===== src/rtl/de_skid_reg.sv =====
// de_skid_reg
// Decode/execute boundary register with valid/ready handshaking and a
// two-entry skid buffer. Decode can be back-pressured by execute without
// losing instructions. A flush turns the stage into a bubble, and a
// saturating counter records how many cycles execute stalled a valid head.
//
// Ports
//   clk          rising-edge clock
//   rstd         asynchronous active-low reset
//   flush        synchronous squash of held and incoming instructions
//   in_valid     decode presents an instruction
//   in_ready     stage can accept (registered, no path from out_ready)
//   in_op        decoded opcode
//   in_payload   remaining decoded fields, opaque
//   out_valid    head instruction valid toward execute
//   out_ready    execute consumes the head this cycle
//   out_op       head opcode, NOP_OP while out_valid=0
//   out_payload  head payload, holds its last value while out_valid=0
//   stall_cnt    saturating count of cycles with out_valid & !out_ready
//
// state   | meaning
// --------+---------------------------------------------------
// S_EMPTY | no instruction held, outputs show a bubble
// S_ONE   | main entry valid, skid entry free
// S_FULL  | main and skid entries valid, in_ready low
module de_skid_reg #(
  parameter int unsigned     OP_W      = 6,
  parameter logic [OP_W-1:0] NOP_OP    = 6'b110111,
  parameter int unsigned     PAYLOAD_W = 180,
  parameter int unsigned     CNT_W     = 16
) (
  input  logic                 clk,
  input  logic                 rstd,
  input  logic                 flush,
  input  logic                 in_valid,
  output logic                 in_ready,
  input  logic [OP_W-1:0]      in_op,
  input  logic [PAYLOAD_W-1:0] in_payload,
  output logic                 out_valid,
  input  logic                 out_ready,
  output logic [OP_W-1:0]      out_op,
  output logic [PAYLOAD_W-1:0] out_payload,
  output logic [CNT_W-1:0]     stall_cnt
);

  typedef enum logic [1:0] {
    S_EMPTY = 2'd0,
    S_ONE   = 2'd1,
    S_FULL  = 2'd2
  } state_t;

  state_t state;
  state_t state_nxt;

  logic                 in_ready_q;
  logic [OP_W-1:0]      main_op;
  logic [PAYLOAD_W-1:0] main_payload;
  logic [OP_W-1:0]      skid_op;
  logic [PAYLOAD_W-1:0] skid_payload;
  logic [CNT_W-1:0]     stall_q;

  logic accept;
  logic consume;
  logic load_main_in;
  logic load_main_skid;
  logic load_skid;

  assign accept  = in_valid & in_ready_q;
  assign consume = out_valid & out_ready;

  // ---------------------------------------------------------------------
  // State register. in_ready is registered from the next state so the
  // upstream ready never depends combinationally on out_ready.
  // ---------------------------------------------------------------------
  always_ff @(posedge clk or negedge rstd) begin
    if (!rstd) begin
      state      <= S_EMPTY;
      in_ready_q <= 1'b1;
    end else begin
      state      <= state_nxt;
      in_ready_q <= (state_nxt != S_FULL);
    end
  end

  // ---------------------------------------------------------------------
  // Next-state and datapath steering.
  // A flush wins over everything: held and incoming beats are dropped.
  // A consume on the flush edge has already been sampled by execute, so
  // nothing extra is needed for it here.
  // ---------------------------------------------------------------------
  always_comb begin
    state_nxt      = state;
    load_main_in   = 1'b0;
    load_main_skid = 1'b0;
    load_skid      = 1'b0;
    if (flush) begin
      state_nxt = S_EMPTY;
    end else begin
      case (state)
        S_EMPTY: begin
          if (accept) begin
            state_nxt    = S_ONE;
            load_main_in = 1'b1;
          end
        end
        S_ONE: begin
          if (accept && consume) begin
            load_main_in = 1'b1;
          end else if (accept) begin
            state_nxt = S_FULL;
            load_skid = 1'b1;
          end else if (consume) begin
            state_nxt = S_EMPTY;
          end
        end
        S_FULL: begin
          // in_ready is low here, so no accept can coincide with this.
          if (consume) begin
            state_nxt      = S_ONE;
            load_main_skid = 1'b1;
          end
        end
        default: begin
          state_nxt = S_EMPTY;
        end
      endcase
    end
  end

  // ---------------------------------------------------------------------
  // Outputs. The opcode is masked so a bubble is always visible as NOP,
  // whatever stale opcode the main entry still holds.
  // ---------------------------------------------------------------------
  always_comb begin
    out_valid   = (state != S_EMPTY);
    out_op      = out_valid ? main_op : NOP_OP;
    out_payload = main_payload;
    in_ready    = in_ready_q;
    stall_cnt   = stall_q;
  end

  // Main entry: reset so that out_payload reads zero after reset.
  always_ff @(posedge clk or negedge rstd) begin
    if (!rstd) begin
      main_op      <= NOP_OP;
      main_payload <= '0;
    end else if (load_main_in) begin
      main_op      <= in_op;
      main_payload <= in_payload;
    end else if (load_main_skid) begin
      main_op      <= skid_op;
      main_payload <= skid_payload;
    end
  end

  // Skid entry: contents only matter while the FSM says it is occupied.
  always_ff @(posedge clk) begin
    if (load_skid) begin
      skid_op      <= in_op;
      skid_payload <= in_payload;
    end
  end

  // Stall counter saturates at all-ones; only reset clears it.
  always_ff @(posedge clk or negedge rstd) begin
    if (!rstd) begin
      stall_q <= '0;
    end else if (out_valid && !out_ready && (stall_q != {CNT_W{1'b1}})) begin
      stall_q <= stall_q + 1'b1;
    end
  end

endmodule


===== config.mk =====
export PLATFORM = sky130hd
export DESIGN_NAME = de_skid_reg
export DESIGN_NICKNAME = d
export VERILOG_FILES = /design/src/rtl/de_skid_reg.sv
export SDC_FILE = /design/constraint.sdc
export NUM_CORES = 1
export LEC_CHECK = 0
export BUFFER_PORTS_ARGS = -buffer_cell sky130_fd_sc_hd__buf_2
export CAP_MARGIN = 10
export CORE_MARGIN = 2
export CORE_UTILIZATION = 35
export CTS_CLUSTER_SIZE = 16
export DETAILED_ROUTE_END_ITERATION = 12
export MAX_ROUTING_LAYER = met4
export PLACE_DENSITY = 0.55
export SYNTH_ARGS = -nofsm -noshare
export SYNTH_HDL_FRONTEND = slang
export SYNTH_SLANG_ARGS = --single-unit

===== constraint.sdc =====
create_clock -name clk -period 56.9 [get_ports clk]
set_input_delay 0 -clock clk [delete_from_list [all_inputs] [get_ports clk]]
set_output_delay 0 -clock clk [all_outputs]
set_load 0.01 [all_outputs]

### Word level (Yosys, flattened, before mapping)

Index checks and enable logic that the tools add are counted.

* flip-flop bits (word level): 391
* input bits: 191
* logic and storage cells: 43

* $add $sub $neg: 1
* equality and inequality tests: 4
* muxes and demuxes: 22
* bitwise operators: 2
* reductions and logical operators: 7

Operators by type and width (count)
* $mux W180: 2
* $mux W6: 3
* $add A16 B1 Y16 const B: 1
* $ne A16 B16 Y1 const B: 1
* $mux W2: 6
* $mux W1: 9
* $pmux W2 S3: 1
* $reduce_bool A2 Y1: 2
* $logic_and A1 B1 Y1: 3
* $and A1 B1 Y1: 2
* $eq A2 B1 Y1 const B: 1
* $eq A2 B2 Y1 const B: 1
* $logic_not A2 Y1: 1
* $ne A2 B2 Y1 const B: 1
* $pmux W1 S2: 1
* $logic_not A1 Y1: 1

### Depth between registers and ports, before layout

* word-level depth: 8
* mapped depth: 7
* mapped depth without buffers: 5

### Worst setup path after synthesis

Ideal clock, no wire load.

* kind: flip-flop to flip-flop
* start point: reg state[0]
* end point: reg state[1]
* setup time: 0.175 ns
* arrival: 21.321 ns
* path slack: 35.404 ns
* cell stages (with the launch flop): 4
* clock period less this slack: 21.496 ns
* path through: dfrtp_1 nor2b_2 nor4b_1 or2_2

* longest elaborated chain between the ends: 7
* elaborated cells between the ends (all ways): 12
* those cells by class: 2 x eq/ne; 6 x mux; 1 x bitwise; 3 x reduce/logical

Ends and longest elaborated chain
* from (decl): line 52 `state_t state;`
* from (signal assigned): line 80 `state <= state_nxt;`
* $reduce_bool A2 Y1: line 135 `out_valid = (state != S_EMPTY);`
* $and A1 B1 Y1: line 69 `assign consume = out_valid & out_ready;`
* $mux W2: line 112 `end else if (consume) begin`
* $mux W2: line 109 `end else if (accept) begin`
* $mux W2: line 107 `if (accept && consume) begin`
* $pmux W2 S3 *: line 99 `case (state)`
* $mux W2 *: line 96 `if (flush) begin`
* via state_nxt[1]: line 53 `state_t state_nxt;`

Mark *: on every way through the listed nets, which the timed path passes. The rest lies on a longest branch.
A chain may end at the register's enable or synchronous reset.

### Worst setup path in the final report

* start point: reg state[1]
* end point: reg main_payload[75] (netlist: out_payload[75])

* longest elaborated chain between the ends: 7
* elaborated cells between the ends (all ways): 14
* those cells by class: 2 x eq/ne; 7 x mux; 1 x bitwise; 4 x reduce/logical

Ends and longest elaborated chain
* $reduce_bool A2 Y1: line 135
* $and A1 B1 Y1: line 69
* $logic_and A1 B1 Y1: line 107
* $mux W1: line 107
* $pmux W1 S2: line 99
* $mux W1: line 96
* $mux W180 / $reduce_bool A2 Y1 (equally long branches)
* to (signal assigned): line 149 `main_payload <= in_payload;`
* to (signal assigned): line 152 `main_payload <= skid_payload;`
* to (decl): line 57 `logic [PAYLOAD_W-1:0] main_payload;`

Parallel ways exist; a longest one is shown, timed or not.

==> qor.txt <==
status - finished clean
first-pass GRT wire length - 59880 um
Post-CTS Resized - 0
worst-case clock buffer depth - 3
Avg Cell Area, Syn - 13.92 sq um
DP Worst Slack - 53.30 ns
Non-Filler Instances - 2291
H-tree depth - 2
CTS tree - yes
wire per inst - 16.88 um
Synth Instances - 1091
I/O pin count - 395
Post-CTS Repair Setup Buffers - 0
DR pass1 iterations - 5
vias post-DR - 10410
Final Hold Fails - 0
# setup viols final - 0
combinational share of power - 14.8%
reg2reg path depth - 5
critical path class - register to register
final core utilization - 48.81%
vias per cell - 4.544
GRT Overall Usage - 17.39%
ratio of final minimum period to clock period - 6.242%
clock insertion delay at the later pin of the skew report - 0.56 ns
CP Depth - 5
root buf cell - clkbuf_16
Reg area - 10720 sq um
placed cell count - 2019
Buffers on Ports - 394
final worst slack - 53.35 ns
Setup TNS - 0 ns
Multi-input gate area - 4073 sq um
slowest cell on the critical path - buf_4
crit path time final - 3.552 ns
Post-DRT Antenna Nets - 0
Switching Power - 0.1900 mW
count of different cell masters after synthesis - 40
Cell Area, Placed - 17610 sq um
Yosys warning total - 0
Sw Share - 25.72%
DPL Wire Length - 24430 um
CP dominant cell by count - buf_4
Die Height - 212.3 um
relative slew slack - 29.34%
die area - 45080 sq um
Final Net Count - 1861
WL final - 38660 um
global route overflow - 0
CTS sink count - 391
mapped cell area - 15190 sq um
Int Pwr - 0.5487 mW
initial drt markers - 685
clock share of power - 38.8%
max_cap viols - 0
ratio of cells with drive above 1 in the final layout - 28.97%
Reg2Reg Setup Slack - 53.35 ns
critical path arrival - 3.96 ns
Worst Path Max Fanout - 47
sequential share of power - 46.3%
design area - 20980 sq um
CTS Buf Count - 44
Mapped Nets - 1283
Static Leak - 8.415 nW
# rows - 76
Crit path largest cell delay - 0.81 ns
CTS Hold Buffers Added - 189
RR Startpoint - state[1]$_DFF_PN0_
Power per Cell Area - 35.22 nW/um^2
Synth-to-Final Area Change - 38.11%
cells along the critical path - and3_4 > buf_4 > buf_4 > mux2i_1 > o21ai_1
Max Clock Skew - 0.01518 ns
Hold Path Class - primary input to asynchronous set/reset pin
Die X - 212.3 um
Final Power - 0.7388 mW
Min Hold Slack - 0.05723 ns
crit end category - register
Pins Over Slew Limit - 0
FF+latch count, synth - 391
Worst Tran Pin Value - 1.060 ns
unrepaired setup endpoints after global routing - false
initial antenna violation count - 1
Starting Density - 35.34%
maximum VDD drop - 0.00002604 V
Remaining DRCs - 0
Worst Path Buf+Inv - 2
Fmax - 281.6 MHz
clock transition at the registers of the reported paths - 0.06 ns
Placer Congestion - 0.7678
RR Endpoint - out_payload[75]$_DFFE_PN0P_
largest net degree at the start of global routing - 199
Core Region - 42980 sq um
Seq/Total Area, Yosys - 70.59%
CP required - 57.31 ns
startpoint class of the critical path - register
family with the most delay on the worst path - buffers and inverters
vias in the first global route - 10760
fill count - 3966
state kept, by name, summed over array words and instances (netlist names):
name	flops
skid_payload	180
in_ready	1
state	2
main_op	6
out_payload	180
skid_op	6
stall_cnt	16
layer usage:
metal / wire length (um) / part of all wire (%) / vias to the layer above / global-route usage, %
met5: 0 / 0 / - / -
met4: 1205 / 3.1 / 0 / 7.017
met3: 2389 / 6.2 / 74 / 4.180
met2: 18370 / 48 / 273 / 26.57
met1: 16700 / 43 / 4992 / 22.36
li1: - / - / 5071 / -
cell type report:
type	count	area share, %
antenna	1	0.01193
clock inverter	16	0.9245
inverter	1	0.01789
clock buffer	66	6.078
timing repair buffer	595	18.95
tap	585	3.489
sequential	391	51.12
multi-input combinational	636	19.41
worst max-delay path by stage:
stage | from | end | slack, ns
2_1_floorplan | state[0]$_DFF_PN0_ | state[1]$_DFF_PN0_ | 35.40
3_3_place_gp | state[1]$_DFF_PN0_ | out_payload[100]$_DFFE_PN0P_ | 53.37
3_5_place_dp | state[1]$_DFF_PN0_ | out_payload[103]$_DFFE_PN0P_ | 53.30
4_1_cts | state[1]$_DFF_PN0_ | out_payload[103]$_DFFE_PN0P_ | 53.27
5_1_grt | state[1]$_DFF_PN0_ | out_payload[100]$_DFFE_PN0P_ | 53.13
6_report | state[1]$_DFF_PN0_ | out_payload[75]$_DFFE_PN0P_ | 53.35
synth_stat cells:
library cell,number,area (sq um)
ha_1,1,12.51
or4_4,1,11.26
mux2_1,1,11.26
nor3b_1,1,7.510
o22a_1,1,8.760
dfstp_2,6,157.7
nand2_1,192,720.7
edfxtp_1,186,5585
and4_1,1,8.760
nand4_4,1,21.27
buf_4,6,45.04
dfrtp_1,199,4980
nor2b_1,3,18.77
mux2i_1,187,1872
mux2_4,1,15.01
o21ai_0,54,270.3
buf_6,15,168.9
xnor2_1,5,43.79
inv_1,1,3.750
nor2b_2,1,8.760
o21a_1,1,7.510
clkbuf_1,18,67.56
o21ai_1,133,665.6
nand3_1,6,30.03
nor4_2,1,12.51
and3_1,2,12.51
o21bai_4,1,18.77
or2_2,6,37.54
buf_2,24,120.1
a21oi_1,5,25.02
a41oi_1,2,17.52
nor4_4,2,42.54
nand4_1,4,25.02
nor2_1,8,30.03
and2_1,2,12.51
xor2_1,5,43.79
a31oi_1,2,12.51
nor4b_1,1,8.760
o2111ai_1,1,8.760
nor3_1,4,20.02
cells by family after synthesis:
family	Yosys count	share of synthesized area, %
compound gates	200	6.812
xor+xnor	10	0.5766
fa+ha+maj	1	0.08236
buf+inv	64	2.669
flops	391	70.59
mux	189	12.50
simple gates	236	6.771
worst register-to-register path: stages, from the launching register on:
cell,delay (ns)
dfrtp_1,0.58
and3_4,0.78
buf_4,0.77
buf_4,0.89
mux2i_1,0.30
o21ai_1,0.08
power groups by stage:
stage          registers, mW  clock network [mW]  logic [mW]
6_report               0.342               0.287       0.110
2_1_floorplan          0.360                   0      0.0358
4_1_cts                0.343               0.295       0.112
3_3_place_gp           0.347                   0      0.0987
3_5_place_dp           0.348                   0       0.101
5_1_grt                0.346               0.306       0.121
placed cells by master, fill, tap and decap left out, types with 4 or more instances in the layout:
master	Yosys	final
dfstp_2	6	6
mux2i_1	187	187
clkbuf_16	0	45
or2_2	6	6
xnor2_1	5	5
buf_4	6	11
a21oi_1	5	5
nand4_1	4	4
o21ai_0	54	54
bufinv_16	0	4
xor2_1	5	5
o21ai_1	133	133
nand2_1	192	192
dlygate4sd3_1	0	189
nor2_1	8	8
clkinv_2	0	5
dfrtp_1	199	199
edfxtp_1	186	186
buf_2	24	393
nand3_1	6	6
nor3_1	4	4
clkbuf_8	0	8
clkbuf_1	18	14
No activity file was read; power rests on OpenSTA's default activity.
